`src/rtl/rr_arbiter_pkg.sv`:
```
// Shared constants and helpers for the rr_arbiter block.
// Arbitration modes plus a width helper that never returns zero bits.
package arb_pkg;

    localparam int ARB_MODE_RR    = 0;
    localparam int ARB_MODE_FIXED = 1;

    function automatic int clog2_safe(input int value);
        return (value <= 2) ? 1 : $clog2(value);
    endfunction

endpackage

```
`src/rtl/rr_arbiter_if.sv`:
```
// Request/grant bundle between requesters (master) and the arbiter (slave).
interface rr_arbiter_if
    import arb_pkg::*;
#(
    parameter int N = 4
);
    localparam int ID_W = clog2_safe(N);

    logic [N-1:0]    req;
    logic [N-1:0]    gnt;
    logic [ID_W-1:0] gnt_id;
    logic            valid;

    modport master (output req, input gnt, input gnt_id, input valid);
    modport slave  (input req, output gnt, output gnt_id, output valid);

endinterface

```
`src/rtl/rr_arbiter_prio_pick.sv`:
```
// Combinational rotating priority picker: first set, non-excluded req bit
// at or after base, wrapping modulo N.
module arb_prio_pick
    import arb_pkg::*;
#(
    parameter  int N    = 4,
    localparam int ID_W = clog2_safe(N)
) (
    input  logic [N-1:0]    req,
    input  logic [ID_W-1:0] base,
    input  logic [N-1:0]    excl,
    output logic [N-1:0]    win_oh,
    output logic [ID_W-1:0] win_id,
    output logic            any
);

    logic [N-1:0]   masked;
    logic [2*N-1:0] dbl;
    int             offset;
    int             sum;

    // Doubling the vector lets a plain shift stand in for the wrap-around.
    always_comb begin
        masked = req & ~excl;
        dbl    = {masked, masked} >> base;
        any    = |masked;
        offset = 0;
        for (int i = N - 1; i >= 0; i--) begin
            if (dbl[i]) offset = i;
        end
        sum = offset + int'(base);
        if (sum >= N) sum = sum - N;
        win_id = ID_W'(sum);
        win_oh = '0;
        if (any) win_oh[win_id] = 1'b1;
    end

endmodule

```
`src/rtl/rr_arbiter.sv`:
```
// N-way arbiter with registered one-hot grant, round-robin or fixed priority.
// Define ARB_LOCK_EN to let a grantee hold the grant for up to MAX_HOLD cycles.
module rr_arbiter
    import arb_pkg::*;
#(
    parameter  int N        = 4,
    parameter  int MODE     = ARB_MODE_RR,
    parameter  int MAX_HOLD = 4,
    localparam int ID_W     = clog2_safe(N)
) (
    input  logic         clk,
    input  logic         rst_n,
    rr_arbiter_if.slave  bus
);

    if (N < 2 || N > 32 || MAX_HOLD < 1) begin : g_bad_cfg
        $error("rr_arbiter: unsupported parameter set");
    end

    logic [N-1:0]    gnt_q, gnt_d;
    logic [ID_W-1:0] gnt_id_q, gnt_id_d;
    logic [ID_W-1:0] ptr_q, ptr_d;
    logic            valid_q, valid_d;

    logic [ID_W-1:0] base;
    logic [N-1:0]    excl;
    logic [N-1:0]    win_oh;
    logic [ID_W-1:0] win_id;
    logic            pick_any;
    logic [ID_W-1:0] ptr_adv;

    assign base    = (MODE == ARB_MODE_FIXED) ? '0 : ptr_q;
    assign ptr_adv = (MODE == ARB_MODE_FIXED) ? '0 :
                     (win_id == ID_W'(N - 1)) ? '0 : win_id + 1'b1;

    arb_prio_pick #(.N(N)) u_pick (
        .req    (bus.req),
        .base   (base),
        .excl   (excl),
        .win_oh (win_oh),
        .win_id (win_id),
        .any    (pick_any)
    );

`ifdef ARB_LOCK_EN
    localparam int HC_W = clog2_safe(MAX_HOLD + 1);

    logic [HC_W-1:0] hold_cnt_q, hold_cnt_d;
    logic            holding;
    logic            at_max;
    logic            others;

    assign holding = valid_q && |(bus.req & gnt_q);
    assign at_max  = (hold_cnt_q == HC_W'(MAX_HOLD));
    assign others  = |(bus.req & ~gnt_q);
    assign excl    = (holding && at_max) ? gnt_q : '0;

    // A holder keeps the grant unless its hold budget is spent and someone else waits.
    always_comb begin
        gnt_d      = gnt_q;
        gnt_id_d   = gnt_id_q;
        valid_d    = valid_q;
        ptr_d      = ptr_q;
        hold_cnt_d = hold_cnt_q;
        if (holding && !(at_max && others)) begin
            hold_cnt_d = at_max ? HC_W'(1) : hold_cnt_q + 1'b1;
        end else if (pick_any) begin
            gnt_d      = win_oh;
            gnt_id_d   = win_id;
            valid_d    = 1'b1;
            hold_cnt_d = HC_W'(1);
            if (win_oh != gnt_q) ptr_d = ptr_adv;
        end else begin
            gnt_d      = '0;
            valid_d    = 1'b0;
            hold_cnt_d = '0;
        end
    end

    always_ff @(posedge clk or negedge rst_n) begin
        if (!rst_n) hold_cnt_q <= '0;
        else        hold_cnt_q <= hold_cnt_d;
    end
`else
    assign excl = '0;

    always_comb begin
        gnt_d    = '0;
        gnt_id_d = gnt_id_q;
        valid_d  = 1'b0;
        ptr_d    = ptr_q;
        if (pick_any) begin
            gnt_d    = win_oh;
            gnt_id_d = win_id;
            valid_d  = 1'b1;
            ptr_d    = ptr_adv;
        end
    end
`endif

    always_ff @(posedge clk or negedge rst_n) begin
        if (!rst_n) begin
            gnt_q    <= '0;
            gnt_id_q <= '0;
            valid_q  <= 1'b0;
            ptr_q    <= '0;
        end else begin
            gnt_q    <= gnt_d;
            gnt_id_q <= gnt_id_d;
            valid_q  <= valid_d;
            ptr_q    <= ptr_d;
        end
    end

    assign bus.gnt    = gnt_q;
    assign bus.gnt_id = gnt_id_q;
    assign bus.valid  = valid_q;

endmodule

```
`src/flat_wrapper.sv`:
```
// flat-port wrapper written by rule: the top's interface ports become plain ports
module rr_arbiter_flat import arb_pkg::*;
#(
    parameter  int N        = 4,
    parameter  int MODE     = ARB_MODE_RR,
    parameter  int MAX_HOLD = 4,
    localparam int ID_W     = clog2_safe(N)
)
  (clk, rst_n, bus_req, bus_gnt, bus_gnt_id, bus_valid);
  rr_arbiter_if #(.N(N)) bus_i ();
  input  logic clk;
  input  logic rst_n;
  input wire logic [$bits(bus_i.req)-1:0] bus_req;
  output wire logic [$bits(bus_i.gnt)-1:0] bus_gnt;
  output wire logic [$bits(bus_i.gnt_id)-1:0] bus_gnt_id;
  output wire logic [$bits(bus_i.valid)-1:0] bus_valid;
  assign bus_i.req = bus_req;
  assign bus_gnt = bus_i.gnt;
  assign bus_gnt_id = bus_i.gnt_id;
  assign bus_valid = bus_i.valid;
  rr_arbiter #(.N(N), .MODE(MODE), .MAX_HOLD(MAX_HOLD)) u_core (.clk(clk), .rst_n(rst_n), .bus(bus_i));
endmodule
```
`config.mk`:
```
export PLATFORM = sky130hd
export DESIGN_NAME = rr_arbiter_flat
export DESIGN_NICKNAME = d
export VERILOG_FILES = /design/src/rtl/rr_arbiter_pkg.sv /design/src/rtl/rr_arbiter_if.sv /design/src/rtl/rr_arbiter_prio_pick.sv /design/src/rtl/rr_arbiter.sv /design/src/flat_wrapper.sv
export SDC_FILE = /design/constraint.sdc
export NUM_CORES = 1
export LEC_CHECK = 0
export CORE_UTILIZATION = 40
export CTS_BUF_LIST = sky130_fd_sc_hd__clkbuf_2 sky130_fd_sc_hd__clkbuf_4 sky130_fd_sc_hd__clkbuf_8
export CTS_CLUSTER_SIZE = 24
export DETAILED_ROUTE_END_ITERATION = 16
export PLACE_DENSITY = 0.68
export SYNTH_ARGS = -nofsm -noshare
export SYNTH_HDL_FRONTEND = slang
export SYNTH_HIERARCHICAL = 1
export SYNTH_SLANG_ARGS = --single-unit
export TNS_END_PERCENT = 1
```
`constraint.sdc`:
```
create_clock -name clk -period 2.6 [get_ports clk]
set_input_delay 0.39 -clock clk [delete_from_list [all_inputs] [get_ports clk]]
set_output_delay 0.39 -clock clk [all_outputs]
set_load 0.01 [all_outputs]
```
==> flow_metrics.tcl, run 1 <==
set metrics [dict create \
    status "completed" \
    area.growth.synth_to_final_pct 39.7 \
    viasPerCell 4.63 \
    n_antenna_cell 0 \
    cts_tree "built" \
    clkSinkCount 9 \
    vias 426 \
    yosys_warnings 6 \
    route.detailed.drc 0 \
    cp_max_fo 2 \
    met2_usage_pct 26.6 \
    setup_violations 0 \
    timing.hold.ws_ps 426 \
    startpoint "bus_req[1]" \
    synth_top_area_share_pct 38.4 \
    timing.rr.start "u_core/base[0]" \
    drtAntennaViolNets 0 \
    yosysSeqAreaShare_pct 38.4 \
    drive_gt1_share_pct 35.1 \
    rsz0062_at_grt "false" \
    maxCapViolCount 0 \
    die_w_um 40.3 \
    slew_viol_final 0 \
    finClkSkew_ps 1.94 \
    clk_path_buf_depth 2 \
    p_leak_nw 0.399 \
    gr-usage-met3_pct 6.67 \
    p_per_area_nw_per_um2 1140 \
    synth_area_leader_cell "dfrtp_1" \
    fmax_mhz 395 \
    ys_ff_latch 9 \
    grt_max_degree 13 \
    arrival_ps 2660 \
    met1_usage_pct 18.7 \
    max-vdd-ir-drop_mv 0.826 \
    ys_types 29 \
    required_ps 2740 \
    path_clk_slew_ps 50 \
    hpwlAfterDp_um 869 \
    initial_core_util_pct 44.0 \
    die_area_um2 1620 \
    syn_avg_cell_area_um2 12.0 \
    grt_pass1_vias 377 \
    drt_iter0_drc 4 \
    fp.dieH_um 40.3 \
    wl_um 1040 \
    cts_made_buffers 3 \
    final_nets 86 \
    cp-end-kind "flop" \
    finalHoldViolCount 0 \
    setup_ws_ps 70.6 \
    portBuffers 12 \
    syn_area_um2 587 \
    rows 13 \
    core_um2 1330 \
    timing.rr.end "u_core/base[1]" \
    gr-usage-all-layers_pct 16.1 \
    crit_end "u_core/base[1]" \
    ff2ff_path_depth 8 \
    wl_per_cell_um 11.3 \
    grt_overflow 0 \
    hold_buffers 0 \
    synth_area_leaders "dfrtp_1, mux2_4, and2_2" \
    clock_latency_ps 250 \
    final_common_cell "clkdlybuf4s50_1" \
    layout_min_cycle_time_ps 2530 \
    grt-busiest-layer "met2" \
    cts_root_buf "clkbuf_4" \
    grt_pass1_wl_um 1630 \
    place_congestion 0.762 \
    startpoint_type "primary input" \
    final_cell_mix "clkdlybuf4s50_1, dfrtp_1, conb_1" \
    worstHoldPathType "primary input to async pin" \
    ioPinCount 13 \
    fill_cells 117 \
    rrSetupSlack_ps 240 \
    antenna_found_initial 0 \
    drt_first_pass_iters 2 \
    post-place-ws_ps -227 \
    htreeDepth 1 \
    syn_inst 49 \
    final.period_utilization_pct 97.3 \
    criticalPathCategory "primary input to flop" \
]
-- through the flow --
stage          setup TNS (ps)  cells  instance area (µm²)  utilization [%]  total power (W)
2_1_floorplan               0     56                  613                -         0.000627
3_3_place_gp             -702     88                  782             58.6         0.000808
3_5_place_dp             -965     88                  782             58.6         0.000833
4_1_cts                     0     92                  812             60.9         0.000950
5_1_grt                     0     92                  820             61.4          0.00103
6_report                    0     92                  820             61.4         0.000937
-- flip-flops by register name, summed over array words and instances, names as in the netlist --
register and flops:
u_core/bus.valid 1, u_core/bus.gnt 4, u_core/bus.gnt_id 2, u_core/base 2
-- cells in the mapped netlist --
| cell | number |
|---|---|
| ha_1 | 2 |
| nand3b_1 | 1 |
| nor2b_2 | 1 |
| mux2i_1 | 1 |
| a211oi_2 | 1 |
| nor3b_4 | 1 |
| a21oi_1 | 1 |
| and2_2 | 4 |
| nand2_1 | 1 |
| inv_1 | 2 |
| maj3_2 | 1 |
| o311ai_1 | 1 |
| nor2_1 | 2 |
| conb_1 | 1 |
| o21ai_1 | 1 |
| buf_6 | 2 |
| mux2_2 | 1 |
| dfrtp_1 | 9 |
| and3b_1 | 1 |
| nand2b_1 | 1 |
| a32o_1 | 1 |
| xor2_2 | 1 |
| nor3b_2 | 1 |
| a21bo_1 | 1 |
| nor2b_1 | 3 |
| o21ai_0 | 1 |
| and2b_1 | 1 |
| or4_1 | 1 |
| mux2_4 | 4 |
-- logic make-up after synthesis --
kind of cell,count (synthesis),synth area share [%]
adder cells (fa/ha/maj),3,6.18
multiplexers,6,13.9
other,1,0.639
AO/OA/AOI/OAI,7,9.59
buffers and inverters,4,5.12
AND/OR/NAND/NOR,18,23.5
XOR/XNOR,1,2.77
flip-flops,9,38.4
-- how the worst min path moves through the flow --
stage | end
final | u_core/bus.gnt[1]
after global routing | u_core/bus.gnt[1]
after CTS | u_core/bus.gnt[1]
after detailed placement | u_core/bus.gnt_id[1]
after global placement | u_core/bus.gnt_id[0]
after floorplan | u_core/base[0]
-- worst max-delay path: stages --
cell	delay [ps]
clkdlybuf4s50_1	390
and2b_1	170
mux2_2	280
o21ai_1	120
a21bo_1	200
a32o_1	210
ha_2	180
xor2_2	180
ha_1	290
mux2_4	250
-- layer usage --
metal | vias up | wire, µm | part of all wire, %
li1 | 217 | - | -
met1 | 198 | 481 | 46
met2 | 11 | 523 | 50
met3 | 0 | 32 | 3.1
met4 | 0 | 0 | 0
met5 | - | 0 | 0
-- repair_timing --
item,in CTS,in global routing
setup endpoints to repair,0,1
hold endpoints to repair,0,0
buffers inserted,0,0
gates resized for setup,0,2
-- report_power, final --
| part | internal, W | switching [W] | leakage (nW) | total, W |
|---|---|---|---|---|
| Clock | 0.0000691 | 0.0000420 | 0.0184 | 0.000111 |
| Sequential | 0.000204 | 0.0000384 | 0.112 | 0.000243 |
| Combinational | 0.000358 | 0.000225 | 0.268 | 0.000583 |
| Total | 0.000631 | 0.000306 | 0.399 | 0.000937 |
-- area by class of cell --
class / instances / area (µm²) / share of cell area [%]
Inverter: 2 / 7.51 / 0.916
Multi-Input combinational cell: 43 / 365 / 44.6
Clock buffer: 4 / 30.0 / 3.66
Timing Repair Buffer: 19 / 173 / 21.1
Sequential cell: 9 / 225 / 27.5
Tap cell: 15 / 18.8 / 2.29
No activity file was read; power rests on OpenSTA's default activity.
==> run 2, diff against run 1 <==
--- a/config.mk
+++ b/config.mk
@@ -5,6 +5,7 @@
 export SDC_FILE = /design/constraint.sdc
 export NUM_CORES = 1
 export LEC_CHECK = 0
+export CORE_MARGIN = 3
 export CORE_UTILIZATION = 40
 export CTS_BUF_LIST = sky130_fd_sc_hd__clkbuf_2 sky130_fd_sc_hd__clkbuf_4 sky130_fd_sc_hd__clkbuf_8
 export CTS_CLUSTER_SIZE = 24
==> flow_metrics.tcl, run 2 (synthesis results as in run 1) <==
set metrics [dict create \
    finClkSkew_ps 2.92 \
    cp_max_fo 2 \
    area.growth.synth_to_final_pct 37.1 \
    criticalPathCategory "primary input to flop" \
    htreeDepth 1 \
    final.period_utilization_pct 97.3 \
    grt_max_degree 13 \
    instances_no_fill 91 \
    slew_viol_final 0 \
    clkSinkCount 9 \
    grt_pass1_vias 383 \
    wl_per_cell_um 10.7 \
    cts_made_buffers 3 \
    cts_setup_buffers 0 \
    rsz0062_at_grt "false" \
    grt_overflow 0 \
    n_antenna_cell 0 \
    ctsResizeCount 0 \
    dp.cells 87 \
    required_ps 2750 \
    cts_tree "built" \
    final_common_cell "clkdlybuf4s50_1" \
    layout_min_cycle_time_ps 2530 \
    grt_pass1_wl_um 1680 \
    cp-end-kind "flop" \
    route.detailed.drc 0 \
    final_cell_mix "clkdlybuf4s50_1, dfrtp_1, conb_1" \
    hold_buffers 0 \
    status "completed" \
    die_w_um 44.3 \
    drt_first_pass_iters 4 \
    wl_um 978 \
    arrival_ps 2680 \
    rrSetupSlack_ps 240 \
    ioPinCount 13 \
    ff2ff_path_depth 8 \
    cts_root_buf "clkbuf_4" \
    portBuffers 12 \
    initial_core_util_pct 44.0 \
    drt_iter0_drc 1 \
    drtAntennaViolNets 0 \
    p_leak_nw 0.391 \
    startpoint_type "primary input" \
    timing.hold.ws_ps 413 \
    hpwlAfterDp_um 783 \
    clk_path_buf_depth 2 \
    place_congestion 0.804 \
    die_area_um2 1960 \
    fmax_mhz 395 \
    vias 414 \
    finalHoldViolCount 0 \
    worstHoldPathType "primary input to async pin" \
    gr-usage-all-layers_pct 12.0 \
    p_per_area_nw_per_um2 1160 \
    fill_cells 118 \
    rows 13 \
    power_w 0.000937 \
    viasPerCell 4.55 \
    largest_register_ffs 4 \
    fp.dieH_um 44.3 \
    setup_violations 0 \
    max-vdd-ir-drop_mv 0.900 \
    finalCoreUtilization_pct 60.3 \
    path_clk_slew_ps 60 \
    clock_latency_ps 260 \
    drive_gt1_share_pct 32.9 \
    antenna_found_initial 0 \
    core_um2 1330 \
    maxCapViolCount 0 \
    final_nets 85 \
]
-- run 2: critical path: stages --
cell             delay [ps]
clkdlybuf4s50_1         410
nor2b_2                 160
mux2_2                  270
o21ai_1                 130
a21bo_1                 210
a32o_1                  200
ha_1                    210
xor2_2                  180
ha_1                    270
mux2_4                  260
-- run 2: final cells by class --
cell class / instances / area (µm²) / area share, %
Timing Repair Buffer: 18 / 165 / 20.5
Tap cell: 15 / 18.8 / 2.33
Clock buffer: 4 / 30.0 / 3.73
Inverter: 2 / 7.51 / 0.933
Sequential cell: 9 / 225 / 28.0
Multi-Input combinational cell: 43 / 358 / 44.5
-- run 2: per-layer routing --
metal	wire length, µm	vias to the layer above	global-route usage, %
met5	0	-	0
met4	40	0	7.23
met3	63	6	3.66
met2	401	14	18.0
met1	472	179	15.0
li1	-	215	-
-- run 2: worst paths after layout --
path,from,end
setup / recovery,bus_req[2],u_core/base[1]
hold / removal,rst_n,u_core/bus.gnt_id[0]
setup reg to reg,u_core/base[0],u_core/base[1]
hold reg to reg,u_core/bus.gnt_id[1],u_core/bus.gnt_id[1]
max in group asynchronous,rst_n,u_core/base[1]
min in group clk,u_core/bus.gnt_id[1],u_core/bus.gnt_id[1]
-- run 2: through the flow --
stage | setup slack (ps) | setup TNS [ps] | cell area, µm²
2_1_floorplan | 171 | 0 | 613
3_3_place_gp | -193 | -703 | 774
3_5_place_dp | -205 | -815 | 774
4_1_cts | 80.3 | 0 | 805
5_1_grt | 2.65 | 0 | 805
6_report | 71.4 | 0 | 805
-- run 2: where the power goes --
part | leakage [nW] | internal (W) | switching (W)
combinational | 0.261 | 0.000351 | 0.000224
clock | 0.0184 | 0.0000697 | 0.0000509
sequential | 0.112 | 0.000204 | 0.0000367
total | 0.391 | 0.000625 | 0.000311
==> RTL change (flow settings as in run 1) <==
The option `ARB_LOCK_EN` is turned on by a define.
--- a/src/rtl/rr_arbiter.sv
+++ b/src/rtl/rr_arbiter.sv
@@ -1,4 +1,6 @@
 // N-way arbiter with registered one-hot grant, round-robin or fixed priority.
 // Define ARB_LOCK_EN to let a grantee hold the grant for up to MAX_HOLD cycles.
+`define ARB_LOCK_EN
+
 module rr_arbiter
     import arb_pkg::*;
Function: changed (a bounded check fails within 4 cycles, from zero or initial values and one cycle with rst_n low).
==> RTL change against run 1 <==
The flow now finishes with violations (negative setup slack); sequential cell count up 3; setup slack worse by 1.0 ns; global-route usage grew 8.5 points; clock skew is 0.0022 ns higher; sequential share of layout area fell by 6.8 points; routed wire length rose to 2.6 times the old value; final area rose by 80%; via count grew 110%; clock power rose by 34%; power is 110% higher; synthesized area increased by 58%; die area grew 55%; first-iteration DRC count grew to 3.8 times the old value; critical endpoint is now u_core/base[0]; largest power group unchanged.
==> RTL change: results (changes against run 1) <==
* Max Fanout on Critical Path at 5 (+3)
* Synth area leaders: dfrtp_1 32%, ha_1 5.4%, xor2_1 3.8%
* Routed length per placed instance at 15.8 um (+40%)
* Final wirelength at 2.67 mm (+160%)
* Routability congestion estimate at 0.868 (+14%)
* Synth cell types at 38 (+31%)
* Failing checks: negative setup slack
* Leakage Power at 0.697 nW (+75%)
* R2R cell count at 16 (+8)
* Critical path arrival at 3.69 ns (+1.03 ns)
* Largest register FFs at 4 (unchanged)
* DR pass1 iterations at 4 (+2)
* Area Growth Syn to Fin at 59.5%
* Worst Skew at 0.00409 ns (+0.00215 ns)
* Iter 0 DRT Violations at 15 (+11)
* Post-Syn Instances at 93 (+90%)
* Worst hold slack at 0.473 ns (+0.0472 ns)
* H-tree levels at 1 (unchanged)
* Internal power at 1.21 mW (+91%)
* Sum Neg Setup Slack at -3.09 ns (-3.09 ns)
* First-pass GRT wire length at 4.50 mm (+180%)
* Worst setup margin at -0.934 ns (-1.01 ns)
* Clock transition at path regs at 0.08 ns (+0.03 ns)
* Clk Latency, worst-skew pair at 0.27 ns (+0.02 ns)
* R2r endpoint: u_core/base[0]
* Ratio of cells with drive above 1 in the final layout at 0.546 (+0.195)
* Max VDD drop at 0.00101 V (+23%)
* Synth top cells by count: 12 x dfrtp_1, 6 x nand2_1, 6 x o21ai_0
* DP Cell Count at 160 (+82%)
* Largest net degree at the start of global routing at 13 (unchanged)
* Placed Area at 1320 um2 (+69%)
* Worst Path Class, Setup: register to register
* Ys flop type: dfrtp_1
* Post-Place Worst Slack at -1.33 ns (-1.11 ns)
* Vias in the first global route at 937 (+150%)
* Sequential-to-total area share from yosys stat at 0.324 (-0.0595)
* Endpoints failing setup at 7 (+7)
* Final nets at 152 (+77%)
* Ant diodes at 0 (unchanged)
* Crit-path max cell delay at 0.41 ns (+0.02 ns)
* Worst-case clock buffer depth at 2 (unchanged)
* Tot GR Track Use at 0.246 (+0.0849)
* Via count at 892 (+110%)
* Post-DP HPWL at 1.89 mm (+120%)
* Crit-path slowest cell: dfrtp_2
* Crit path time final at 3.53 ns (+1.01 ns)
* Status: finished with violations
* Reg-to-reg startpoint: u_core/bus.gnt[0]
[RTL change: worst max-delay path, delay by kind of cell (launching register included)]
| family | cells | cell delay (ns) |
|---|---|---|
| flip-flops | 1 | 0.41 |
| AO/OA/AOI/OAI | 8 | 1.49 |
| AND/OR/NAND/NOR | 4 | 0.73 |
| XOR/XNOR | 2 | 0.32 |
| multiplexers | 1 | 0.31 |
| adder cells (fa/ha/maj) | 1 | 0.16 |
[RTL change: routing by layer]
metal / up-vias / share of wire / global-route usage
li1: 425 / - / -
met5: - / 0 / 0
met2: 33 / 0.53 / 0.420
met1: 426 / 0.40 / 0.301
met3: 8 / 0.040 / 0.0340
met4: 0 / 0.025 / 0.110
[RTL change: what timing repair did]
action	in CTS	in global routing
gates resized for setup	15	11
setup buffers	4	1
pin swaps	13	9
endpoints found under the setup margin	8	8
cloned	0	0
[RTL change: kinds of logic after synthesis]
group                      Yosys count  share of synthesized area
xor gates and xnor gates             5                     0.0554
DFF                                 12                      0.324
AOI/OAI and AO/OA                   21                      0.172
and+or+nand+nor                     36                      0.247
buffers and inverters                7                     0.0446
muxes                                7                     0.0905
adders and majority gates            5                     0.0662
[RTL change: power by group through the flow]
stage	logic (mW)	clock network (mW)	registers, mW
after floorplan	0.739	0	0.351
after global placement	1.17	0	0.325
after detailed placement	1.23	0	0.329
after CTS	1.41	0.154	0.326
after global routing	1.64	0.165	0.338
final	1.53	0.149	0.328
[RTL change: cell type report]
| type | instances | area (um2) |
|---|---|---|
| Clock buffer | 4 | 36.3 |
| Fill cell | 193 | 714 |
| Inverter | 5 | 18.8 |
| Multi-Input combinational cell | 74 | 707 |
| Sequential cell | 12 | 305 |
| Tap cell | 28 | 35.0 |
| Timing Repair Buffer | 46 | 374 |
